`src/rtl/shift_cmd_queue_if.sv`:
```
// Command, shifter and result signals of shift_cmd_queue in one bundle.
//   slave  : the queue itself. It takes commands and the shifter result.
//            It drives the registered shifter operands, the result port and done_cnt.
//   master : the surrounding logic. It offers commands, supplies sh_dout and consumes results.
interface shift_cmd_queue_if #(
    parameter int DW = 8,
    parameter int SW = 3
);
    logic          cmd_valid;
    logic          cmd_ready;
    logic [DW-1:0] cmd_din;
    logic [SW-1:0] cmd_shamt;
    logic          cmd_lr;
    logic          cmd_al;

    logic [DW-1:0] sh_din;
    logic [SW-1:0] sh_shamt;
    logic          sh_lr;
    logic          sh_al;
    logic [DW-1:0] sh_dout;

    logic          res_valid;
    logic          res_ready;
    logic [DW-1:0] res_data;
    logic [7:0]    done_cnt;

    modport slave (
        input  cmd_valid, cmd_din, cmd_shamt, cmd_lr, cmd_al,
        input  sh_dout, res_ready,
        output cmd_ready,
        output sh_din, sh_shamt, sh_lr, sh_al,
        output res_valid, res_data, done_cnt
    );

    modport master (
        output cmd_valid, cmd_din, cmd_shamt, cmd_lr, cmd_al,
        output sh_dout, res_ready,
        input  cmd_ready,
        input  sh_din, sh_shamt, sh_lr, sh_al,
        input  res_valid, res_data, done_cnt
    );
endinterface

```
`src/rtl/shift_cmd_queue.sv`:
```
// shift_cmd_queue: command stage in front of the combinational 8-bit barrel shifter.
// Shift commands are buffered in a DEPTH-entry FIFO and issued one at a time on
// registered operand lines. The shifter result is sampled one cycle after issue
// and presented on a valid/ready result port. A wrapping 8-bit count of
// completed result handshakes is also kept.
//
// Ports
//   clk    : single clock, rising edge
//   rst_n  : asynchronous active-low reset
//   bus    : shift_cmd_queue_if.slave
//            cmd_*    push side of the command FIFO (cmd_ready = not full)
//            sh_*     registered operands to the shifter, sh_dout its result
//            res_*    captured result, valid/ready handshake
//            done_cnt completed result handshakes, wraps 255 -> 0
//
// FSM states
//   state | meaning
//   IDLE  | nothing issued; pop the FIFO head into sh_* when it is non-empty
//   DRIVE | sh_* stable for one cycle; capture sh_dout at the edge
//   HOLD  | res_valid high until res_ready; then pop the next command or go idle
module shift_cmd_queue #(
    parameter int DEPTH = 4,
    parameter int DW    = 8,
    parameter int SW    = 3
) (
    input  logic                clk,
    input  logic                rst_n,
    shift_cmd_queue_if.slave    bus
);
    localparam int AW = $clog2(DEPTH);
    localparam int CW = AW + 1;
    localparam logic [CW-1:0] FULL_CNT = CW'(DEPTH);

    typedef enum logic [1:0] {
        IDLE  = 2'd0,
        DRIVE = 2'd1,
        HOLD  = 2'd2
    } state_t;

    typedef struct packed {
        logic [DW-1:0] din;
        logic [SW-1:0] shamt;
        logic          lr;
        logic          al;
    } cmd_t;

    cmd_t          fifo_mem [DEPTH];
    logic [AW-1:0] wr_ptr;
    logic [AW-1:0] rd_ptr;
    logic [CW-1:0] count;

    state_t        state_q;
    state_t        state_d;

    logic          push;
    logic          pop;
    logic          capture;
    logic          res_drop;
    logic          done_inc;

    cmd_t          cmd_in;
    cmd_t          head;
    cmd_t          sh_q;
    logic          res_valid_q;
    logic [DW-1:0] res_data_q;
    logic [7:0]    done_q;

    // ---------------------------------------------------------------
    // Command FIFO
    // ---------------------------------------------------------------
    assign bus.cmd_ready = (count != FULL_CNT);
    assign push          = bus.cmd_valid && bus.cmd_ready;

    assign cmd_in.din   = bus.cmd_din;
    assign cmd_in.shamt = bus.cmd_shamt;
    assign cmd_in.lr    = bus.cmd_lr;
    assign cmd_in.al    = bus.cmd_al;

    // Reading the registered array gives the no-bypass behaviour.
    // A command written at an edge only appears at the head after that edge.
    assign head = fifo_mem[rd_ptr];

    // Storage needs no reset. count gates every read, so a stale entry is never issued.
    always_ff @(posedge clk) begin
        if (push) begin
            fifo_mem[wr_ptr] <= cmd_in;
        end
    end

    // pop is decided from the count before this cycle's push.
    // So a simultaneous push and pop leaves count unchanged.
    always_ff @(posedge clk or negedge rst_n) begin
        if (!rst_n) begin
            wr_ptr <= '0;
            rd_ptr <= '0;
            count  <= '0;
        end else begin
            if (push) begin
                wr_ptr <= wr_ptr + 1'b1;
            end
            if (pop) begin
                rd_ptr <= rd_ptr + 1'b1;
            end
            case ({push, pop})
                2'b10:   count <= count + 1'b1;
                2'b01:   count <= count - 1'b1;
                default: count <= count;
            endcase
        end
    end

    // ---------------------------------------------------------------
    // Issue / capture FSM
    // ---------------------------------------------------------------
    always_ff @(posedge clk or negedge rst_n) begin
        if (!rst_n) begin
            state_q <= IDLE;
        end else begin
            state_q <= state_d;
        end
    end

    always_comb begin
        state_d  = state_q;
        pop      = 1'b0;
        capture  = 1'b0;
        res_drop = 1'b0;
        done_inc = 1'b0;
        case (state_q)
            IDLE: begin
                if (count != '0) begin
                    pop     = 1'b1;
                    state_d = DRIVE;
                end
            end
            DRIVE: begin
                capture = 1'b1;
                state_d = HOLD;
            end
            HOLD: begin
                if (bus.res_ready) begin
                    done_inc = 1'b1;
                    res_drop = 1'b1;
                    if (count != '0) begin
                        pop     = 1'b1;
                        state_d = DRIVE;
                    end else begin
                        state_d = IDLE;
                    end
                end
            end
            default: begin
                state_d = IDLE;
            end
        endcase
    end

    // ---------------------------------------------------------------
    // Registered shifter operands and result port
    // ---------------------------------------------------------------
    always_ff @(posedge clk or negedge rst_n) begin
        if (!rst_n) begin
            sh_q <= '0;
        end else if (pop) begin
            sh_q <= head;
        end
    end

    // res_data holds its value after the handshake. Only res_valid drops.
    // During a back-to-back DRIVE the consumer sees valid low, not a stale result.
    always_ff @(posedge clk or negedge rst_n) begin
        if (!rst_n) begin
            res_valid_q <= 1'b0;
            res_data_q  <= '0;
        end else if (capture) begin
            res_valid_q <= 1'b1;
            res_data_q  <= bus.sh_dout;
        end else if (res_drop) begin
            res_valid_q <= 1'b0;
        end
    end

    always_ff @(posedge clk or negedge rst_n) begin
        if (!rst_n) begin
            done_q <= '0;
        end else if (done_inc) begin
            done_q <= done_q + 1'b1;
        end
    end

    assign bus.sh_din    = sh_q.din;
    assign bus.sh_shamt  = sh_q.shamt;
    assign bus.sh_lr     = sh_q.lr;
    assign bus.sh_al     = sh_q.al;
    assign bus.res_valid = res_valid_q;
    assign bus.res_data  = res_data_q;
    assign bus.done_cnt  = done_q;

endmodule

```
`src/flat_wrapper.sv`:
```
// flat-port wrapper written by rule: the top's interface ports become plain ports
module shift_cmd_queue_flat 
#(
    parameter int DEPTH = 4,
    parameter int DW    = 8,
    parameter int SW    = 3
)
  (clk, rst_n, bus_cmd_valid, bus_cmd_din, bus_cmd_shamt, bus_cmd_lr, bus_cmd_al, bus_sh_dout, bus_res_ready, bus_cmd_ready, bus_sh_din, bus_sh_shamt, bus_sh_lr, bus_sh_al, bus_res_valid, bus_res_data, bus_done_cnt);
  shift_cmd_queue_if #(.DW(DW), .SW(SW)) bus_i ();
  input  logic clk;
  input  logic rst_n;
  input wire logic [$bits(bus_i.cmd_valid)-1:0] bus_cmd_valid;
  input wire logic [$bits(bus_i.cmd_din)-1:0] bus_cmd_din;
  input wire logic [$bits(bus_i.cmd_shamt)-1:0] bus_cmd_shamt;
  input wire logic [$bits(bus_i.cmd_lr)-1:0] bus_cmd_lr;
  input wire logic [$bits(bus_i.cmd_al)-1:0] bus_cmd_al;
  input wire logic [$bits(bus_i.sh_dout)-1:0] bus_sh_dout;
  input wire logic [$bits(bus_i.res_ready)-1:0] bus_res_ready;
  output wire logic [$bits(bus_i.cmd_ready)-1:0] bus_cmd_ready;
  output wire logic [$bits(bus_i.sh_din)-1:0] bus_sh_din;
  output wire logic [$bits(bus_i.sh_shamt)-1:0] bus_sh_shamt;
  output wire logic [$bits(bus_i.sh_lr)-1:0] bus_sh_lr;
  output wire logic [$bits(bus_i.sh_al)-1:0] bus_sh_al;
  output wire logic [$bits(bus_i.res_valid)-1:0] bus_res_valid;
  output wire logic [$bits(bus_i.res_data)-1:0] bus_res_data;
  output wire logic [$bits(bus_i.done_cnt)-1:0] bus_done_cnt;
  assign bus_i.cmd_valid = bus_cmd_valid;
  assign bus_i.cmd_din = bus_cmd_din;
  assign bus_i.cmd_shamt = bus_cmd_shamt;
  assign bus_i.cmd_lr = bus_cmd_lr;
  assign bus_i.cmd_al = bus_cmd_al;
  assign bus_i.sh_dout = bus_sh_dout;
  assign bus_i.res_ready = bus_res_ready;
  assign bus_cmd_ready = bus_i.cmd_ready;
  assign bus_sh_din = bus_i.sh_din;
  assign bus_sh_shamt = bus_i.sh_shamt;
  assign bus_sh_lr = bus_i.sh_lr;
  assign bus_sh_al = bus_i.sh_al;
  assign bus_res_valid = bus_i.res_valid;
  assign bus_res_data = bus_i.res_data;
  assign bus_done_cnt = bus_i.done_cnt;
  shift_cmd_queue #(.DEPTH(DEPTH), .DW(DW), .SW(SW)) u_core (.clk(clk), .rst_n(rst_n), .bus(bus_i));
endmodule
```
`config.mk`:
```
export PLATFORM = sky130hd
export DESIGN_NAME = shift_cmd_queue_flat
export DESIGN_NICKNAME = d
export VERILOG_FILES = /design/src/rtl/shift_cmd_queue_if.sv /design/src/rtl/shift_cmd_queue.sv /design/src/flat_wrapper.sv
export SDC_FILE = /design/constraint.sdc
export NUM_CORES = 1
export LEC_CHECK = 0
export CAP_MARGIN = 20
export CORE_ASPECT_RATIO = 0.7
export CORE_MARGIN = 1.5
export CORE_UTILIZATION = 44
export CTS_BUF_LIST = sky130_fd_sc_hd__clkbuf_16
export CTS_CLUSTER_SIZE = 25
export DETAILED_ROUTE_END_ITERATION = 10
export GPL_TIMING_DRIVEN = 0
export PLACE_DENSITY = 0.78
export SLEW_MARGIN = 20
export SYNTH_ARGS = -nofsm -noshare
export SYNTH_HDL_FRONTEND = slang
export SYNTH_SLANG_ARGS = --single-unit
```
`constraint.sdc`:
```
create_clock -name clk -period 3.3 [get_ports clk]
set_input_delay 0.66 -clock clk [delete_from_list [all_inputs] [get_ports clk]]
set_output_delay 0.66 -clock clk [all_outputs]
set_load 0.05 [all_outputs]
```
# After elaboration in Yosys (flattened, before gate mapping)
# Memory sizes are Yosys's and may differ from the RTL's. A register that Yosys moved wholly into a read port is not among the register bits.
# Index checks and enable logic that the tools add are counted.
dict set report totals {
  ff_bits 26
  latch_bits 0
  ram_bits 52
  mem_bits_ro 0
  input_bits 25
  output_inout_bits 31
  word_cells 42
  memories 1
}
# memory depth width read_ports rd_ports_with_merged_regs write_ports line_no
set mem_list {}
lappend mem_list {u_core.fifo_mem 4 13 1 1 1 shift_cmd_queue.sv:47} ;# cmd_t fifo_mem [DEPTH];
dict set report classes {
  n_addsub 5
  multipliers 0
  div 0
  order_cmp 0
  n_eq_ne 7
  shift 0
  muxes 15
  n_bitwise 0
  n_reduce_logical 7
}
# operator n
set op_table {}
lappend op_table {{1-bit two-way mux} 10}
lappend op_table {{8-bit by 1-bit adder with 8-bit output (second input constant)} 1}
lappend op_table {{2-bit case mux with 3 select lines} 1}
lappend op_table {{3-bit case mux with 2 select lines} 1}
lappend op_table {{2-bit by 1-bit adder with 2-bit output (second input constant)} 2}
lappend op_table {{2-bit by 1-bit equality test with 1-bit output (second input constant)} 2}
lappend op_table {{2-bit equality test (second input constant)} 2}
lappend op_table {{2-bit two-way mux} 2}
lappend op_table {{2-bit nonzero test} 2}
lappend op_table {{3-bit by 1-bit adder with 3-bit output (second input constant)} 1}
lappend op_table {{3-bit != test (second input constant)} 1}
lappend op_table {{3-bit nonzero test} 1}
lappend op_table {{3-bit by 1-bit subtractor with 3-bit output (second input constant)} 1}
lappend op_table {{2-bit zero test} 1}
lappend op_table {{2-bit by 1-bit != test with 1-bit output (second input constant)} 1}
lappend op_table {{2-bit != test (second input constant)} 1}
lappend op_table {{1-bit case mux with 2 select lines} 1}
lappend op_table {{2-bit AND reduction} 1}
lappend op_table {{1-bit logical AND} 1}
lappend op_table {{1-bit zero test} 1}

# Logic depth before layout (Yosys ltp)
# Gate-level depths: netlist of the first run.
dict set report depth {
  ltp_word 6
  mapped_depth 8
  ltp_nobuf 8
}

# Worst setup path before layout of the first run
# No wires, ideal clock.
dict set report synth_path {
  path_type {input to register}
  from {input bus_res_ready}
  to {register u_core.count[2]}
  setup_ps 125
  arrival_ps 2109
  required_ps 3175
  setup_slack_ps 1066
  path_stages 8
  path_buffers 1
  path_cell_list {nor2b_1 > nor3_4 > buf_4 > ha_1 > fa_1 > xnor2_1 > nor2_1 > xor2_1}
}
dict set report synth_between {
  elab_chain_cells 4
  elab_cells_between_ends 6
  classes_between {eq/ne (2); mux (3); reduce/logical (1)}
}
# element line_no
set synth_rtl {}
lappend synth_rtl {{from (decl)} flat_wrapper.sv:18} ;# input wire logic [$bits(bus_i.res_ready)-1:0] bus_res_ready;
lappend synth_rtl {{1-bit two-way mux *} shift_cmd_queue.sv:141} ;# if (bus.res_ready) begin
lappend synth_rtl {{1-bit case mux with 2 select lines *} shift_cmd_queue.sv:129} ;# case (state_q)
lappend synth_rtl {{net u_core.pop} shift_cmd_queue.sv:56} ;# logic pop;
lappend synth_rtl {{2-bit by 1-bit equality test with 1-bit output / 2-bit equality test (equally long branches)} shift_cmd_queue.sv:104} ;# case ({push, pop})
lappend synth_rtl {{3-bit case mux with 2 select lines / 2-bit nonzero test (equally long branches)} -}
lappend synth_rtl {{to (signal assigned)} shift_cmd_queue.sv:105} ;# 2'b10: count <= count + 1'b1;
lappend synth_rtl {{to (signal assigned)} shift_cmd_queue.sv:106} ;# 2'b01: count <= count - 1'b1;
lappend synth_rtl {{to (signal assigned)} shift_cmd_queue.sv:107} ;# default: count <= count;
lappend synth_rtl {{to (decl)} shift_cmd_queue.sv:50} ;# logic [CW-1:0] count;
# The timed path passes the listed nets; every way through them passes the cells marked *.
# A chain may end at the register's enable or synchronous reset.

# Worst setup path in the final report of the first run
dict set report layout_path {
  from {input bus_res_ready}
  to {register u_core.count[1]}
}
# Same word-level chain as after synthesis.

==> results of run 1 <==
[logic make-up after synthesis]
| group | Yosys count | synth area share |
|---|---|---|
| AO/OA/AOI/OAI | 1 | 0.00209 |
| XOR/XNOR | 13 | 0.0316 |
| adder cells (fa/ha/maj) | 7 | 0.0264 |
| buffers and inverters | 8 | 0.0167 |
| flip-flops | 91 | 0.705 |
| multiplexers | 37 | 0.169 |
| AND/OR/NAND/NOR | 26 | 0.0494 |
[synthesized netlist by cell type (2+ instances only)]
cell	instances	share of area
mux4_1	3	0.022
mux2_2	15	0.047
mux2_4	9	0.038
buf_2	2	0.0028
nor3_1	3	0.0042
nor2b_1	2	0.0035
ha_1	6	0.021
dfrtp_1	39	0.27
nand3_1	3	0.0042
nor2_1	2	0.0021
xnor2_1	6	0.015
xor2_1	7	0.017
edfxtp_1	52	0.43
mux4_2	10	0.063
inv_1	3	0.0031
and3_1	5	0.0087
[worst min-delay path by stage]
| stage | depth (start not counted) | startpoint | end |
|---|---|---|---|
| floorplan | 0 | rst_n | u_core.bus.done_cnt[0] |
| global placement | 1 | u_core.bus.done_cnt[7] | u_core.bus.done_cnt[7] |
| detailed placement | 1 | u_core.bus.done_cnt[7] | u_core.bus.done_cnt[7] |
| CTS | 1 | rst_n | u_core.bus.sh_din[1] |
| global route | 1 | rst_n | u_core.bus.sh_din[1] |
| finish | 1 | rst_n | u_core.bus.sh_lr |
[routing by layer]
metal  wire [microns]  GRT usage
met1             2830      0.203
met2             2750      0.240
met3              316     0.0571
met4               54     0.0418
met5                0          0
[state kept, by name (all words and copies together) (netlist names)]
register and cells:
u_core.bus.done_cnt 8, u_core.bus.res_data 8, u_core.bus.sh_lr 1, u_core.count 3, u_core.bus.sh_shamt 3, u_core.wr_ptr 2
u_core.fifo_mem 52, u_core.bus.sh_al 1, u_core.rd_ptr 2, u_core.bus.res_valid 1, u_core.bus.sh_din 8, u_core.state_q 2
[power groups by stage]
stage	logic, W	clock network (W)	registers [W]
after global placement	0.00211	0	0.00180
after detailed placement	0.00214	0	0.00182
final	0.00211	0.00102	0.00179
after CTS	0.00215	0.00104	0.00180
after floorplan	0.000979	0	0.00236
after global routing	0.00225	0.00110	0.00185
[cells in the final DEF, fill, tap and decap left out, types with 3 or more instances in the layout]
cell type,n
ha_1,6
xnor2_1,6
and3_1,5
mux4_2,10
mux2_2,15
dfrtp_1,39
mux2_4,9
clkdlybuf4s50_1,54
inv_1,4
edfxtp_1,52
mux4_1,3
buf_2,3
nor3_1,3
xor2_1,7
clkbuf_16,9
nand3_1,3
inv_6,3
[cell type report]
type                    count  area [sq um]
fillers                   615          3310
flip-flops and latches     91          2540
multi-input cells          84          1000
repair buffers             56           566
clock buffers               9           225
well taps                 101           126
clock inverters             7          75.1
plain buffers               5          48.8
inverters                   3          11.3
[through the flow]
stage           util  power [W]  setup slack (ns)  hold slack, ns  std cells
4_1_cts        0.581    0.00499             0.637           0.253        356
2_1_floorplan      -    0.00334              1.07           0.364        183
5_1_grt        0.581    0.00520             0.551           0.254        356
3_3_place_gp   0.541    0.00391             0.326           0.456        339
6_report       0.581    0.00493             0.660           0.244        356
3_5_place_dp   0.543    0.00396             0.288           0.457        340
==> impl_results.md, run 1 <==
* Status: finished, final reports clean
* Reg2Reg Depth at 8
* Area growth syn-to-layout at 27.6%
* Slew Viols, Final at 0
* Worst path bufs/invs at 2
* CP delay by family, top: buffers and inverters
* Internal at 0.00313 W
* R2R setup slack at 1.01 ns
* CP Class: in2reg
* Netlist cell types at 32
* Final #Nets at 282
* Period utilization at 0.800
* Buffers added on ports at 55
* Mapped Nets at around 220
* Worst path cell trace: clkdlybuf4s50_1, nor2b_1, nor3_4, buf_4, ha_1, fa_1, mux2_2
* Clock Path Buffers at 2
* Critical Path Source: bus_res_ready
* Initial DRC Count at 63
* Drt via density at 5.11
* Share of layout cells above drive strength 1 at 0.239
* Cells after synthesis at about 180
* GRT Total Usage at 0.153
* CP max FO at 10
* Sequential share of power at 0.364
* Syn. warnings at 0
* Core area at 7910 sq um
* Synth Area per Inst at 19.7 sq um
* Sum Neg Setup Slack at 0 ns
* Gates resized, CTS repair at 0
* Placement Cell Area at ~4300 sq um
* FF-to-FF End: u_core.count[2]
* Ant. Diodes at 0
* Worst slew margin at 0.520
* Max-cap violations at 0
* Post-synth EDFFs at 52
* Die Width at 111 microns
* Final hold vios at 0
* Crit path DAT at 2.85 ns
* Hpwl dp at 4.08 mm
* Final GP Congestion at 0.732
* Clk_lat worst skew at approximately 0.34 ns
* Rows at 27
* Peak VDD IR at 646 uV
* Die ar. at 8740 sq um
* Sink Count at 91
* ANT nets after route at 0
* Final Instance Area at 4590 sq um
* Final wirelength at 5.95 mm
* Flops & latches, synth at 91
* RSZ-0062 raised after global routing: false
* Static Leakage at 1.76 nW
* Avg WL per Cell at 16.7 microns
* Initial core utilization at 0.455
* Worst Setup End Kind: register
* Post-synth top flop: edfxtp_1
* I/O pin count at 56
* Peak per-stage delay on the critical path at 0.53 ns
* Switching share of power at 0.364
* GRT overflow at 0
* Hold Path Class: in2async
* Hold_buf cts at 0
* CP Launch Type: input port
* PwrDens at 1070 nW/um^2
* Worst reg2reg startpoint: u_core.count[0]
* Worst Setup EP: u_core.count[1]
* TritonCTS clock tree: built
* Largest net degree at the start of global routing at 27
* Minimum clock period at 2.64 ns
* Worst slew pin tran at between 0.7 and 0.8 ns
* CTS Buf Count at 9
* Initial antenna violation count at 0
* Combinational Power Share at 0.429
* Clock power share at 0.207
* CP Data Required Time at around 3.5 ns
* Die Y at 78.7 microns
* First-pass GRT wire length at 10.0 mm
* DR vias at 1818
* Ys async rst share at 0.429
* H-Tree Depth at 3
* P_sw at 0.00180 W
* Drt pass-1 iters at 4
* Setup Skew at ~0.0090 ns
* Sequential share of the synthesized area at 0.705
* Slowest cell on the critical path: clkdlybuf4s50_1
* WP depth at 7
* Vias in the first global route at 1913
* FMAX at approximately 380 MHz
* Final setup vio count at 0
* Post-synthesis instance area at 3600 sq um
* Clock root cell: clkbuf_16
* Drt drc at 0
* CTS clock-pin slew for the worst setup and hold paths at 0.06 ns
* Post-CTS Setup Bufs at 0
(Power assumes the default switching activity.)
==> run 2: changes to the inputs <==
--- a/config.mk
+++ b/config.mk
@@ -13,7 +13,7 @@
 export CTS_CLUSTER_SIZE = 25
 export DETAILED_ROUTE_END_ITERATION = 10
 export GPL_TIMING_DRIVEN = 0
-export PLACE_DENSITY = 0.78
+export PLACE_DENSITY = 0.81
 export SLEW_MARGIN = 20
 export SYNTH_ARGS = -nofsm -noshare
 export SYNTH_HDL_FRONTEND = slang
==> constraint.sdc (replaced) <==
create_clock -name clk -period 2.4 [get_ports clk]
set_input_delay 0.48 -clock clk [delete_from_list [all_inputs] [get_ports clk]]
set_output_delay 0.48 -clock clk [all_outputs]
set_load 0.05 [all_outputs]
==> run 2 against run 1 <==
Effect of this change:
- final area is 0.44% higher
- wire length shrank 0.91%
- global-route usage fell by 0.47 points
- utilization grew 0.25 points
- non-clock buffer count is 3 higher
- clock skew fell by 0.0027 ns
- clock power grew 31%
- sequential share of layout area decreased by 0.24 points
- critical path type unchanged
- largest power group unchanged
==> impl_results.md, run 2 (synthesis gave the netlist of run 1 again) <==
* Status: finished, final reports clean
* CP Data Required Time at 2.61 ns
* Fillers at 624
* Max reg flops at between 50 and 60
* Core area at just under 8000 sq um
* CP Launch Type: input port
* Hpwl dp at 4.00 mm
* RSZ-0062 raised after global routing: false
* Combinational Power Share at 0.436
* Buffers added on ports at between 50 and 60
* Die ar. at just under 9000 sq um
* Vias in the first global route at 1840
* Clock Path Buffers at 2
* Avg WL per Cell at 16.4 microns
* Initial DRC Count at 43
* Area growth syn-to-layout at 28.1%
* CP max FO at 10
* FMAX at 438 MHz
* Rows at 27
* Static Leakage at 1.78 nW
* CTS clock-pin slew for the worst setup and hold paths at 0.06 ns
* Drt via density at approximately 5.0
* TritonCTS clock tree: built
* Period utilization at 0.952
* Share of layout cells above drive strength 1 at 0.248
* Clock root cell: clkbuf_16
* Die Width at 111 microns
* Switching share of power at 0.359
* Most common library cell in the layout ignoring fill and taps: clkdlybuf4s50_1
* Internal at 0.00434 W
* Largest net degree at the start of global routing at 24
* I/O pin count at 56
* DR vias at roughly 1.8k
* Ant. Diodes at 0
* Final setup vio count at 0
* Max-cap violations at 0
* P_sw at 0.00243 W
* Multi-input logic area at 1000 sq um
* Sequential share of power at 0.366
* Slew Viols, Final at 0
* Setup Skew at 0.00625 ns
* Clk_lat worst skew at 0.33 ns
* First-pass GRT wire length at roughly 9.6 mm
* Crit path DAT at around 2.5 ns
* H-Tree Depth at 3
* Hold Path Class: in2async
* Peak VDD IR at approximately 650 uV
* Sink Count at 91
* Final hold vios at 0
* GRT Total Usage at 0.148
* CTS Buf Count at 9
* R2R setup slack at 0.26 ns
* Final wirelength at just under 6 mm
* Die Y at 78.7 microns
* ANT nets after route at 0
* Worst slew pin tran at 0.742 ns
* Minimum clock period at 2.29 ns
* Worst slew margin at 0.505
* CP Class: in2reg
* Initial core utilization at 0.455
* GRT overflow at 0
* Drt pass-1 iters at 4
* Sum Neg Setup Slack at 0 ns
* Final core utilization at 0.583
* Most frequent cells in the layout: clkdlybuf4s50_1 (53), edfxtp_1 (52), dfrtp_1 (39)
* Worst Setup End Kind: register
* Clock power share at 0.198
* PwrDens at 1470 nW/um^2
* Initial antenna violation count at 0
* Drt drc at 0
* Seq. cell area at between 2000 and 3000 sq um
* Reg with most FFs: u_core.fifo_mem
* Final GP Congestion at 0.724
* Final #Nets at ~290
## run 2: per-layer routing
layer / global-route usage / vias to the layer above / part of all wire
met3: 0.0579 / 6 / 0.050
met5: 0 / - / 0
met4: 0.0342 / 0 / 0.0083
met1: 0.199 / 895 / 0.48
met2: 0.231 / 43 / 0.46
li1: - / 842 / -
## run 2: metrics by stage
stage               instance area [sq um]  std cells  hold slack [ns]  worst slack, ns  total power [W]
CTS                                  4590        356            0.111          -0.0182          0.00681
detailed placement                   4300        340            0.462           -0.419          0.00545
global placement                     4280        339            0.459           -0.351          0.00536
finish                               4610        359           0.0924            0.114          0.00677
floorplan                            3600        183            0.184            0.252          0.00459
global route                         4610        359            0.119           0.0183          0.00712
## run 2: worst paths after layout
path | start | endpoint | cells past startpoint
hold / removal | rst_n | u_core.bus.sh_lr | 1
setup / recovery | bus_res_ready | u_core.count[1] | 7
max in group asynchronous | rst_n | u_core.bus.res_data[3] | 2
min in group clk | u_core.bus.done_cnt[7] | u_core.bus.done_cnt[7] | 1
setup reg to reg | u_core.count[0] | u_core.count[1] | 6
hold reg to reg | u_core.bus.done_cnt[7] | u_core.bus.done_cnt[7] | 1
## run 2: area by class of cell
class	instances	share of cell area
sequential	91	0.550
multi-input combinational	84	0.218
timing repair buffer	59	0.129
clock buffer	9	0.0488
tap	101	0.0274
clock inverter	7	0.0130
buffer	5	0.0114
inverter	3	0.00244
## run 2: critical path: stages
cell,delay [ns]
clkdlybuf4s50_1,0.53
nor2b_2,0.09
nor3_4,0.25
buf_6,0.22
ha_1,0.22
fa_1,0.43
mux2_2,0.27
## run 2: timing repair
action | in CTS | in global routing
hold endpoints to repair | 0 | 0
endpoints found under the setup margin | 2 | 2
resized for setup | 2 | 1
setup buffers | 0 | 3
hold buffers | 0 | 0
pin swaps | 0 | 1
## run 2: power by group through the flow
stage / Combinational (W) / Sequential, W / Clock (W)
final: 0.00295 / 0.00248 / 0.00134
after global routing: 0.00313 / 0.00255 / 0.00144
after floorplan: 0.00135 / 0.00324 / 0
after global placement: 0.00287 / 0.00249 / 0
after detailed placement: 0.00293 / 0.00251 / 0
after CTS: 0.00295 / 0.00249 / 0.00137
